## src/rtl/cnn_pkg.sv

```systemverilog
// Shared constants and state encoding for the CNN window generator.
package cnn_pkg;

  localparam int unsigned CNN_KERNEL_ROW_SIZE = 3;
  localparam int unsigned CNN_WINDOW_SIZE     = CNN_KERNEL_ROW_SIZE * CNN_KERNEL_ROW_SIZE;

  // Pass-sequencer states, kept as plain constants for legacy tooling.
  typedef logic [1:0] cnn_state_t;
  localparam cnn_state_t StIdle  = 2'd0;
  localparam cnn_state_t StRead  = 2'd1;
  localparam cnn_state_t StDrain = 2'd2;
  localparam cnn_state_t StDone  = 2'd3;

endpackage

```

## src/rtl/cnn_window_gen_if.sv

```systemverilog
// Control, line-buffer read port and window stream of the window generator.
interface cnn_window_gen_if #(
  parameter int unsigned DATA_WIDTH = 32,
  parameter int unsigned ADDR_WIDTH = 12
);
  import cnn_pkg::*;

  logic                                             i_start;
  logic [ADDR_WIDTH-1:0]                            i_base_address;
  logic [ADDR_WIDTH-1:0]                            i_row_width;
  logic                                             o_renable;
  logic [ADDR_WIDTH-1:0]                            o_raddress;
  logic [CNN_KERNEL_ROW_SIZE-1:0][DATA_WIDTH-1:0]   i_bram_data;
  logic [CNN_WINDOW_SIZE-1:0][DATA_WIDTH-1:0]       o_window;
  logic                                             o_window_valid;
  logic                                             i_window_ready;
  logic                                             o_busy;
  logic                                             o_done;

  // Window generator side.
  modport slave (
    input  i_start, i_base_address, i_row_width, i_bram_data, i_window_ready,
    output o_renable, o_raddress, o_window, o_window_valid, o_busy, o_done
  );

  // Controller / line-buffer / consumer side.
  modport master (
    output i_start, i_base_address, i_row_width, i_bram_data, i_window_ready,
    input  o_renable, o_raddress, o_window, o_window_valid, o_busy, o_done
  );

endinterface

```

## src/rtl/cnn_row_shift.sv

```systemverilog
// Three-deep column shift register for one kernel row; tap 0 holds the oldest column.
module cnn_row_shift
  import cnn_pkg::*;
#(
  parameter int unsigned DATA_WIDTH = 32
) (
  input  logic                                           i_clock,
  input  logic                                           i_reset,
  input  logic                                           i_shift,
  input  logic [DATA_WIDTH-1:0]                          i_data,
  output logic [CNN_KERNEL_ROW_SIZE-1:0][DATA_WIDTH-1:0] o_taps
);

  // New column enters at the top index, everything else moves one step older.
  always_ff @(posedge i_clock) begin
    if (i_reset) begin
      o_taps <= '0;
    end else if (i_shift) begin
      o_taps <= {i_data, o_taps[CNN_KERNEL_ROW_SIZE-1:1]};
    end
  end

endmodule

```

## src/rtl/cnn_window_gen.sv

```systemverilog
// Streams 3x3 windows of one row pass out of three line buffers (stride 1, no padding).
module cnn_window_gen
  import cnn_pkg::*;
#(
  parameter int unsigned DATA_WIDTH               = 32,
  parameter int unsigned KERNEL_ROW_SIZE          = 3,
  parameter int unsigned INPUT_BRAM_ADDRESS_WIDTH = 12
) (
  input  logic             i_clock,
  input  logic             i_reset,
  cnn_window_gen_if.slave  bus
);

  localparam int unsigned AW = INPUT_BRAM_ADDRESS_WIDTH;

  cnn_state_t        state_q, state_d;
  logic [AW-1:0]     base_q, width_q, col_q;
  logic              rvalid_q;
  logic [1:0]        shifted_q;
  logic              valid_q;
  logic              advance, renable, shift_en, last_col, start_ok;

  logic [KERNEL_ROW_SIZE-1:0][CNN_KERNEL_ROW_SIZE-1:0][DATA_WIDTH-1:0] taps;

  // A held, unaccepted window freezes the whole datapath.
  assign advance  = !valid_q || bus.i_window_ready;
  assign renable  = (state_q == StRead) && advance;
  assign shift_en = rvalid_q && advance;
  assign last_col = (col_q == width_q - AW'(1));
  assign start_ok = (state_q == StIdle) && bus.i_start;

  // Next-state logic of the pass sequencer.
  always_comb begin
    state_d = state_q;
    case (state_q)
      StIdle: begin
        if (bus.i_start) begin
          state_d = (bus.i_row_width >= AW'(3)) ? StRead : StDone;
        end
      end
      StRead: begin
        if (advance && last_col) state_d = StDrain;
      end
      // The last window is the one accepted once no read is still in flight.
      StDrain: begin
        if (valid_q && bus.i_window_ready && !rvalid_q) state_d = StDone;
      end
      StDone:  state_d = StIdle;
      default: state_d = StIdle;
    endcase
  end

  // State, pass parameters, column counter and window-valid tracking.
  always_ff @(posedge i_clock) begin
    if (i_reset) begin
      state_q   <= StIdle;
      base_q    <= '0;
      width_q   <= '0;
      col_q     <= '0;
      rvalid_q  <= 1'b0;
      shifted_q <= '0;
      valid_q   <= 1'b0;
    end else begin
      state_q <= state_d;
      if (start_ok) begin
        base_q    <= bus.i_base_address;
        width_q   <= bus.i_row_width;
        col_q     <= '0;
        rvalid_q  <= 1'b0;
        shifted_q <= '0;
        valid_q   <= 1'b0;
      end else if (advance) begin
        if (renable) col_q <= col_q + AW'(1);
        rvalid_q <= renable;
        if (rvalid_q && shifted_q != 2'd3) shifted_q <= shifted_q + 2'd1;
        // Third and later shifted columns each complete a window.
        valid_q <= rvalid_q && (shifted_q >= 2'd2);
      end
    end
  end

  for (genvar r = 0; r < KERNEL_ROW_SIZE; r++) begin : g_row
    cnn_row_shift #(
      .DATA_WIDTH (DATA_WIDTH)
    ) u_row_shift (
      .i_clock (i_clock),
      .i_reset (i_reset),
      .i_shift (shift_en),
      .i_data  (bus.i_bram_data[r]),
      .o_taps  (taps[r])
    );
  end

  // Flatten row taps into the row-major window.
  always_comb begin
    bus.o_window = '0;
    for (int r = 0; r < KERNEL_ROW_SIZE; r++) begin
      for (int c = 0; c < CNN_KERNEL_ROW_SIZE; c++) begin
        bus.o_window[r*CNN_KERNEL_ROW_SIZE + c] = taps[r][c];
      end
    end
  end

  assign bus.o_renable      = renable;
  assign bus.o_raddress     = base_q + col_q;
  assign bus.o_window_valid = valid_q;
  assign bus.o_busy         = (state_q == StRead) || (state_q == StDrain);
  assign bus.o_done         = (state_q == StDone);

endmodule

```

## src/flat_wrapper.sv

```systemverilog
// flat-port wrapper written by rule: the top's interface ports become plain ports
module cnn_window_gen_flat import cnn_pkg::*;
#(
  parameter int unsigned DATA_WIDTH               = 32,
  parameter int unsigned KERNEL_ROW_SIZE          = 3,
  parameter int unsigned INPUT_BRAM_ADDRESS_WIDTH = 12
)
  (i_clock, i_reset, bus_i_start, bus_i_base_address, bus_i_row_width, bus_i_bram_data, bus_i_window_ready, bus_o_renable, bus_o_raddress, bus_o_window, bus_o_window_valid, bus_o_busy, bus_o_done);
  cnn_window_gen_if #(.DATA_WIDTH(DATA_WIDTH), .ADDR_WIDTH((12))) bus_i ();
  input  logic i_clock;
  input  logic i_reset;
  input wire logic [$bits(bus_i.i_start)-1:0] bus_i_start;
  input wire logic [$bits(bus_i.i_base_address)-1:0] bus_i_base_address;
  input wire logic [$bits(bus_i.i_row_width)-1:0] bus_i_row_width;
  input wire logic [$bits(bus_i.i_bram_data)-1:0] bus_i_bram_data;
  input wire logic [$bits(bus_i.i_window_ready)-1:0] bus_i_window_ready;
  output wire logic [$bits(bus_i.o_renable)-1:0] bus_o_renable;
  output wire logic [$bits(bus_i.o_raddress)-1:0] bus_o_raddress;
  output wire logic [$bits(bus_i.o_window)-1:0] bus_o_window;
  output wire logic [$bits(bus_i.o_window_valid)-1:0] bus_o_window_valid;
  output wire logic [$bits(bus_i.o_busy)-1:0] bus_o_busy;
  output wire logic [$bits(bus_i.o_done)-1:0] bus_o_done;
  assign bus_i.i_start = bus_i_start;
  assign bus_i.i_base_address = bus_i_base_address;
  assign bus_i.i_row_width = bus_i_row_width;
  assign bus_i.i_bram_data = bus_i_bram_data;
  assign bus_i.i_window_ready = bus_i_window_ready;
  assign bus_o_renable = bus_i.o_renable;
  assign bus_o_raddress = bus_i.o_raddress;
  assign bus_o_window = bus_i.o_window;
  assign bus_o_window_valid = bus_i.o_window_valid;
  assign bus_o_busy = bus_i.o_busy;
  assign bus_o_done = bus_i.o_done;
  cnn_window_gen #(.DATA_WIDTH(DATA_WIDTH), .KERNEL_ROW_SIZE(KERNEL_ROW_SIZE), .INPUT_BRAM_ADDRESS_WIDTH(INPUT_BRAM_ADDRESS_WIDTH)) u_core (.i_clock(i_clock), .i_reset(i_reset), .bus(bus_i));
endmodule
```

## config.mk

```make
export PLATFORM = sky130hd
export DESIGN_NAME = cnn_window_gen_flat
export DESIGN_NICKNAME = d
export VERILOG_FILES = /design/src/rtl/cnn_pkg.sv /design/src/rtl/cnn_window_gen_if.sv /design/src/rtl/cnn_row_shift.sv /design/src/rtl/cnn_window_gen.sv /design/src/flat_wrapper.sv
export SDC_FILE = /design/constraint.sdc
export NUM_CORES = 1
export LEC_CHECK = 0
export CAP_MARGIN = 20
export CORE_MARGIN = 1.5
export CORE_UTILIZATION = 45
export CTS_CLUSTER_DIAMETER = 150
export CTS_CLUSTER_SIZE = 30
export DETAILED_ROUTE_END_ITERATION = 8
export PLACE_DENSITY_LB_ADDON = 0.3
export SYNTH_ARGS = -nofsm -noshare
export SYNTH_HDL_FRONTEND = slang
export SYNTH_SLANG_ARGS = --single-unit
```

## constraint.sdc

```tcl
create_clock -name i_clock -period 3.1 [get_ports i_clock]
set_clock_uncertainty 0.05 [all_clocks]
set_input_delay 0.31 -clock i_clock [delete_from_list [all_inputs] [get_ports i_clock]]
set_output_delay 0.31 -clock i_clock [all_outputs]
set_load 0.05 [all_outputs]
```

# ---- After elaboration in Yosys (flattened, before gate mapping)
# Cells that the tools add are included.
dict set report word_totals {
  ff_bits 330
  latchBits 0
  mem_bits_rw 0
  mem_bits_ro 0
  output_inout_bits 304
  wordCells 52
  n_memories 0
}
dict set report classes {
  addsub 4
  multipliers 0
  div 0
  order_cmp 2
  eq_ne 8
  shift 0
  mux 5
  bitwise 0
  n_reduce_logical 17
}
# cell count
set op_table {}
lappend op_table {{adder 12 x 1 -> 12 bit (second input constant)} 1}
lappend op_table {{adder 12 bit} 1}
lappend op_table {{== test 12 bit} 1}
lappend op_table {{greater-or-equal comparator 12 x 2 -> 1 bit (second input constant)} 1}
lappend op_table {{subtractor 12 x 1 -> 12 bit (second input constant)} 1}
lappend op_table {{logical AND 1 bit} 8}
lappend op_table {{two-way mux 2 bit} 4}
lappend op_table {{case mux 2 bit (4 select lines)} 1}
lappend op_table {{inequality test 2 bit (second input constant)} 3}
lappend op_table {{== test 2 bit (second input constant)} 2}
lappend op_table {{AND reduction 2 bit} 2}
lappend op_table {{AND reduction 3 bit} 1}
lappend op_table {{adder 2 x 1 -> 2 bit (second input constant)} 1}
lappend op_table {{== test 2 x 1 -> 1 bit (second input constant)} 1}
lappend op_table {{greater-or-equal comparator 2 bit (second input constant)} 1}
lappend op_table {{zero test 1 bit} 2}
lappend op_table {{zero test 2 bit} 1}
lappend op_table {{logical OR 1 bit} 2}
lappend op_table {{inequality test 2 x 1 -> 1 bit (second input constant)} 1}
lappend op_table {{OR reduction 2 bit} 1}

# ---- Logic depth before layout (Yosys ltp)
dict set report logic_depth {
  word_depth 5
  mapped_depth 9
}

# ---- Hierarchy
# Synthesis repeated with hierarchy kept, for this count alone.
dict set report unflattened {
  cells_unflattened 1268
  hier_area_um2 12923.6
}
# module n_inst cells_each area_each_um2
set modules_own_cells {}
lappend modules_own_cells {cnn_row_shift 3 310 3429.5}
lappend modules_own_cells {cnn_window_gen 1 338 2635.0}

# ---- Worst setup path before layout
# OpenSTA, ideal clock, no wires.
dict set report synth_timing {
  path_kind {register to output}
  startpoint {register u_core.col_q[0]}
  endpoint {output bus_o_raddress[8]}
  arrival_time_ps 2410
  setup_slack_ps 330
  stages_incl_launch_ff 9
  n_path_buf 0
  cell_sequence {dfxtp_1 > ha_1 > inv_1 > fa_1 > nor2b_1 > o21ai_0 > a21o_1 > a31oi_1 > xor2_1}
}
dict set report synth_via {
  elab_chain_len 1
}
# element line_no
set synth_rtl {}
lappend synth_rtl {{start: declaration} cnn_window_gen.sv:17} ;# logic [AW-1:0] base_q, width_q, col_q;
lappend synth_rtl {{start signal: assignment} cnn_window_gen.sv:73} ;# if (renable) col_q <= col_q + AW'(1);
lappend synth_rtl {{adder 12 bit} cnn_window_gen.sv:105} ;# assign bus.o_raddress = base_q + col_q;
lappend synth_rtl {{end: declaration} flat_wrapper.sv:18} ;# output wire logic [$bits(bus_i.o_raddress)-1:0] bus_o_raddress;
# Every way passes these cells.

# ---- Worst setup path after layout
dict set report layout_timing {
  startpoint {register u_core.col_q[4]}
  endpoint {output bus_o_raddress[11]}
}
# Same word-level chain as after synthesis.

==> impl_metrics.csv <==
group,metric,value,unit
synth,synth-main-ff-cell,"dfxtp_1",
critical_path,cp-start-kind,"flop",
drt,antenna_left,0,
sta,setup-tns-final,0,ns
sta,finalHoldViolCount,0,
power,p_sw,3.31,mW
sta,period_share,95.6,%
power,p_int,6.29,mW
critical_path,worst-setup-path-type,"reg -> out",
critical_path,worst_setup_path_end_kind,"output pin",
synth,netlist_top_cells_area,"dfxtp_1 (53%), nand2_1 (19%), a21oi_1 (13%)",
drt,drt_iter0_markers,756,
drt,drc,0,
critical_path,path_cells,"ha_2, a2111o_1, o21ai_2, o2111ai_1, a21oi_1, xnor2_1, buf_12",
power,powerDensity,553,mW/mm^2
sta,rsz0062_at_grt,"no",
layout,regArea,0.00662,sq mm
power,p_comb_share,29.0,%
power,p_leak,5.83,nW
grt,grt_pass1_vias,10900,
layout,final_nets,2074,
critical_path,crit_buf_inv,1,
critical_path,cp.required,2.74,ns
synth,synth_edf_count,0,
synth,yosysWarningCount,0,
floorplanning,rows,60,
synth,synth.distinct_cells,56,
clock_network,cts_tree,"built",
sta,drv_slew,0,
sta,fin_crit,2.96,ns
grt,gr-total-overflow,0,
synth,synth_area,0.0124,sq mm
synth,syn_avg_cell_area,7.88,sq um
synth,seq_area_frac_synth,53.2,%
clock_network,cts_root_buf,"clkbuf_16",
critical_path,cp_slowest_cell,"a2111o_1",
layout,area_growth,39.9,%
critical_path,crit_arrival,2.60,ns
floorplanning,die_area,0.0286,sq mm
layout,multiInputGateArea,0.00534,sq mm
synth,ys_seq_elements,330,
place,routabilityCongestion,0.887,
floorplanning,start_util,45.9,%
power,seqPwrFrac,48.7,%
clock_network,clock-sinks,330,
status,run_status,"finished, final reports clean",
critical_path,path_delay_family,"compound AO/OA/AOI/OAI gates",
worst_hold_path,hp-class,"in -> reg",
critical_path,cp_max_fo,6,
layout,final_common_cell,"nand2_1",
clock_network,cts_made_buffers,14,
power,p_clk_share,22.4,%
clock_network,cts-htree-levels,1,
sta,max_slew_margin,56.4,%
drt,routedWlPerCell,15.9,um
grt,grt_pass1_wl,55.7,mm
critical_path,critPathMaxStageDelay,0.44,ns
synth,syn_nets,1721,
sta,setup_viol,0,
drt,vias,11600,
drt,drt-vias-per-instance,5.11,
grt,antenna_found_initial,0,
power,max-vdd-ir-drop,522,uV
synth,async_flop_share,0,%
grt,grt_max_degree,115,
layout,n_fill_cell,2288,
drt,drtPass1Iterations,5,
drt,routed_wl,36.2,mm
place,port_buffers,427,
power,switching_share,34.5,%
synth,yosys.area.top_type,"dfxtp_1",
grt,groute.usage.overall,23.9,%
synth,synth_cells,1576,
clock_network,cts_buffer_depth,3,
power,p_total,9.60,mW
floorplanning,coreArea,0.0270,sq mm
clock_network,insertion_delay,0.50,ns
run,max_cap_violations,0,
clock_network,cts_hold_buf,0,
floorplanning,die_h,169,um
sta,fmax,0.337,GHz
layout,layout_common_cells,"nand2_1 (635), clkdlybuf4s50_1 (418), dfxtp_1 (325)",
floorplanning,pin_count,428,
sta,tightest_slew,0.654,ns
clock_network,path_clk_slew,0.11,ns
synth,synth_top_area_share,53.2,%
floorplanning,die_x,169,um
place,dp.final_hpwl,25.6,mm
layout,drive_gt1_share,3.37,%
layout,n_antenna_cell,0,
worst paths after layout:
kind / endpoint / start / slack [ns] / cells after the start
max reg2reg: u_core.state_q[1] / u_core.width_q[0] / 0.75 / 8
max: bus_o_raddress[11] / u_core.col_q[4] / 0.14 / 7
min reg2reg: u_core.g_row[0].u_row_shift.o_taps[15] / u_core.g_row[0].u_row_shift.o_taps[15] / 0.41 / 2
min: u_core.g_row[2].u_row_shift.o_taps[31] / i_reset / 0.24 / 2
worst reg2reg max path: cells and delay by family (launching register included):
kind | cells | cell delay (ns)
AOI/OAI and AO/OA | 3 | 0.55
adders and majority gates | 1 | 0.24
DFF | 1 | 0.38
and+or+nand+nor | 3 | 0.97
buffers and inverters | 1 | 0.08
stage by stage:
stage	worst slack (ns)	area [sq um]	cells	utilization, %	hold WS, ns
5_1_grt	0.00471	17400	2269	64.3	0.259
3_3_place_gp	0.393	16900	2252	62.7	0.391
4_1_cts	0.00253	17300	2267	64.2	0.239
2_1_floorplan	0.330	12400	1576	-	0.390
3_5_place_dp	0.352	16900	2252	62.7	0.396
6_report	0.135	17400	2269	64.3	0.243
layer usage:
layer | vias to the layer above | track usage (%) | part of all wire, %
met5 | - | 0 | 0
met1 | 5318 | 27.9 | 40
li1 | 5801 | - | -
met3 | 83 | 7.08 | 8.3
met4 | 0 | 10.1 | 4.3
met2 | 385 | 41.0 | 47
layout make-up:
| class | count | area share, % |
|---|---|---|
| tap | 341 | 2.46 |
| timing repair buffer | 445 | 26.2 |
| clock buffer | 15 | 2.16 |
| inverter | 16 | 0.346 |
| sequential | 330 | 38.1 |
| multi-input combinational | 1122 | 30.8 |
cell usage after synthesis, types with 2 or more instances:
cell type	instances
a211oi_1	7
o2111ai_1	2
xnor2_1	12
buf_6	3
nor3_1	3
nand4_1	4
ha_1	20
nand2_1	636
o21ai_0	6
dfxtp_1	330
xor2_1	20
a21oi_1	323
nand3_1	14
nand3b_1	3
and2_1	3
nor4_2	3
nor4b_1	2
inv_1	15
nor2_1	22
a21o_1	2
or3_1	3
clkbuf_1	97
or2b_2	2
nor2b_1	2
buf_1	6
nor4_1	5
nand2b_1	2
registers in the layout (all words and copies together), names as in the netlist:
register / count
u_core.state_q: 2
u_core.rvalid_q: 1
u_core.bus.o_window_valid: 1
u_core.shifted_q: 2
u_core.base_q: 12
u_core.col_q: 12
u_core.g_row.u_row_shift.o_taps: 288
u_core.width_q: 12
power groups by stage:
stage / Sequential [mW] / Clock (mW) / Combinational [mW]
final: 4.67 / 2.15 / 2.78
after global routing: 4.71 / 2.37 / 2.99
after CTS: 4.68 / 2.22 / 2.77
after detailed placement: 4.77 / 0 / 2.76
after global placement: 4.76 / 0 / 2.74
after floorplan: 5.26 / 0 / 1.31
logic make-up (layout without fill, tap and decap cells):
group                    Yosys count  count (layout)  synth area share [%]
multiplexers                       1               1                0.0806
flip-flops                       330             330                  53.2
XOR/XNOR                          33              33                  2.44
AO/OA/AOI/OAI                    354             354                  15.1
AND/OR/NAND/NOR                  713             713                  23.0
adder cells (fa/ha/maj)           21              21                  2.18
buffers and inverters            124             476                  4.04
timing repair:
action	4_1_cts	5_1_grt
pin swaps	0	2
endpoints found under the setup margin	6	4
resized for setup	9	10
setup buffers	0	2
endpoints found under the hold margin	0	0
No activity file was read; power rests on OpenSTA's default activity.
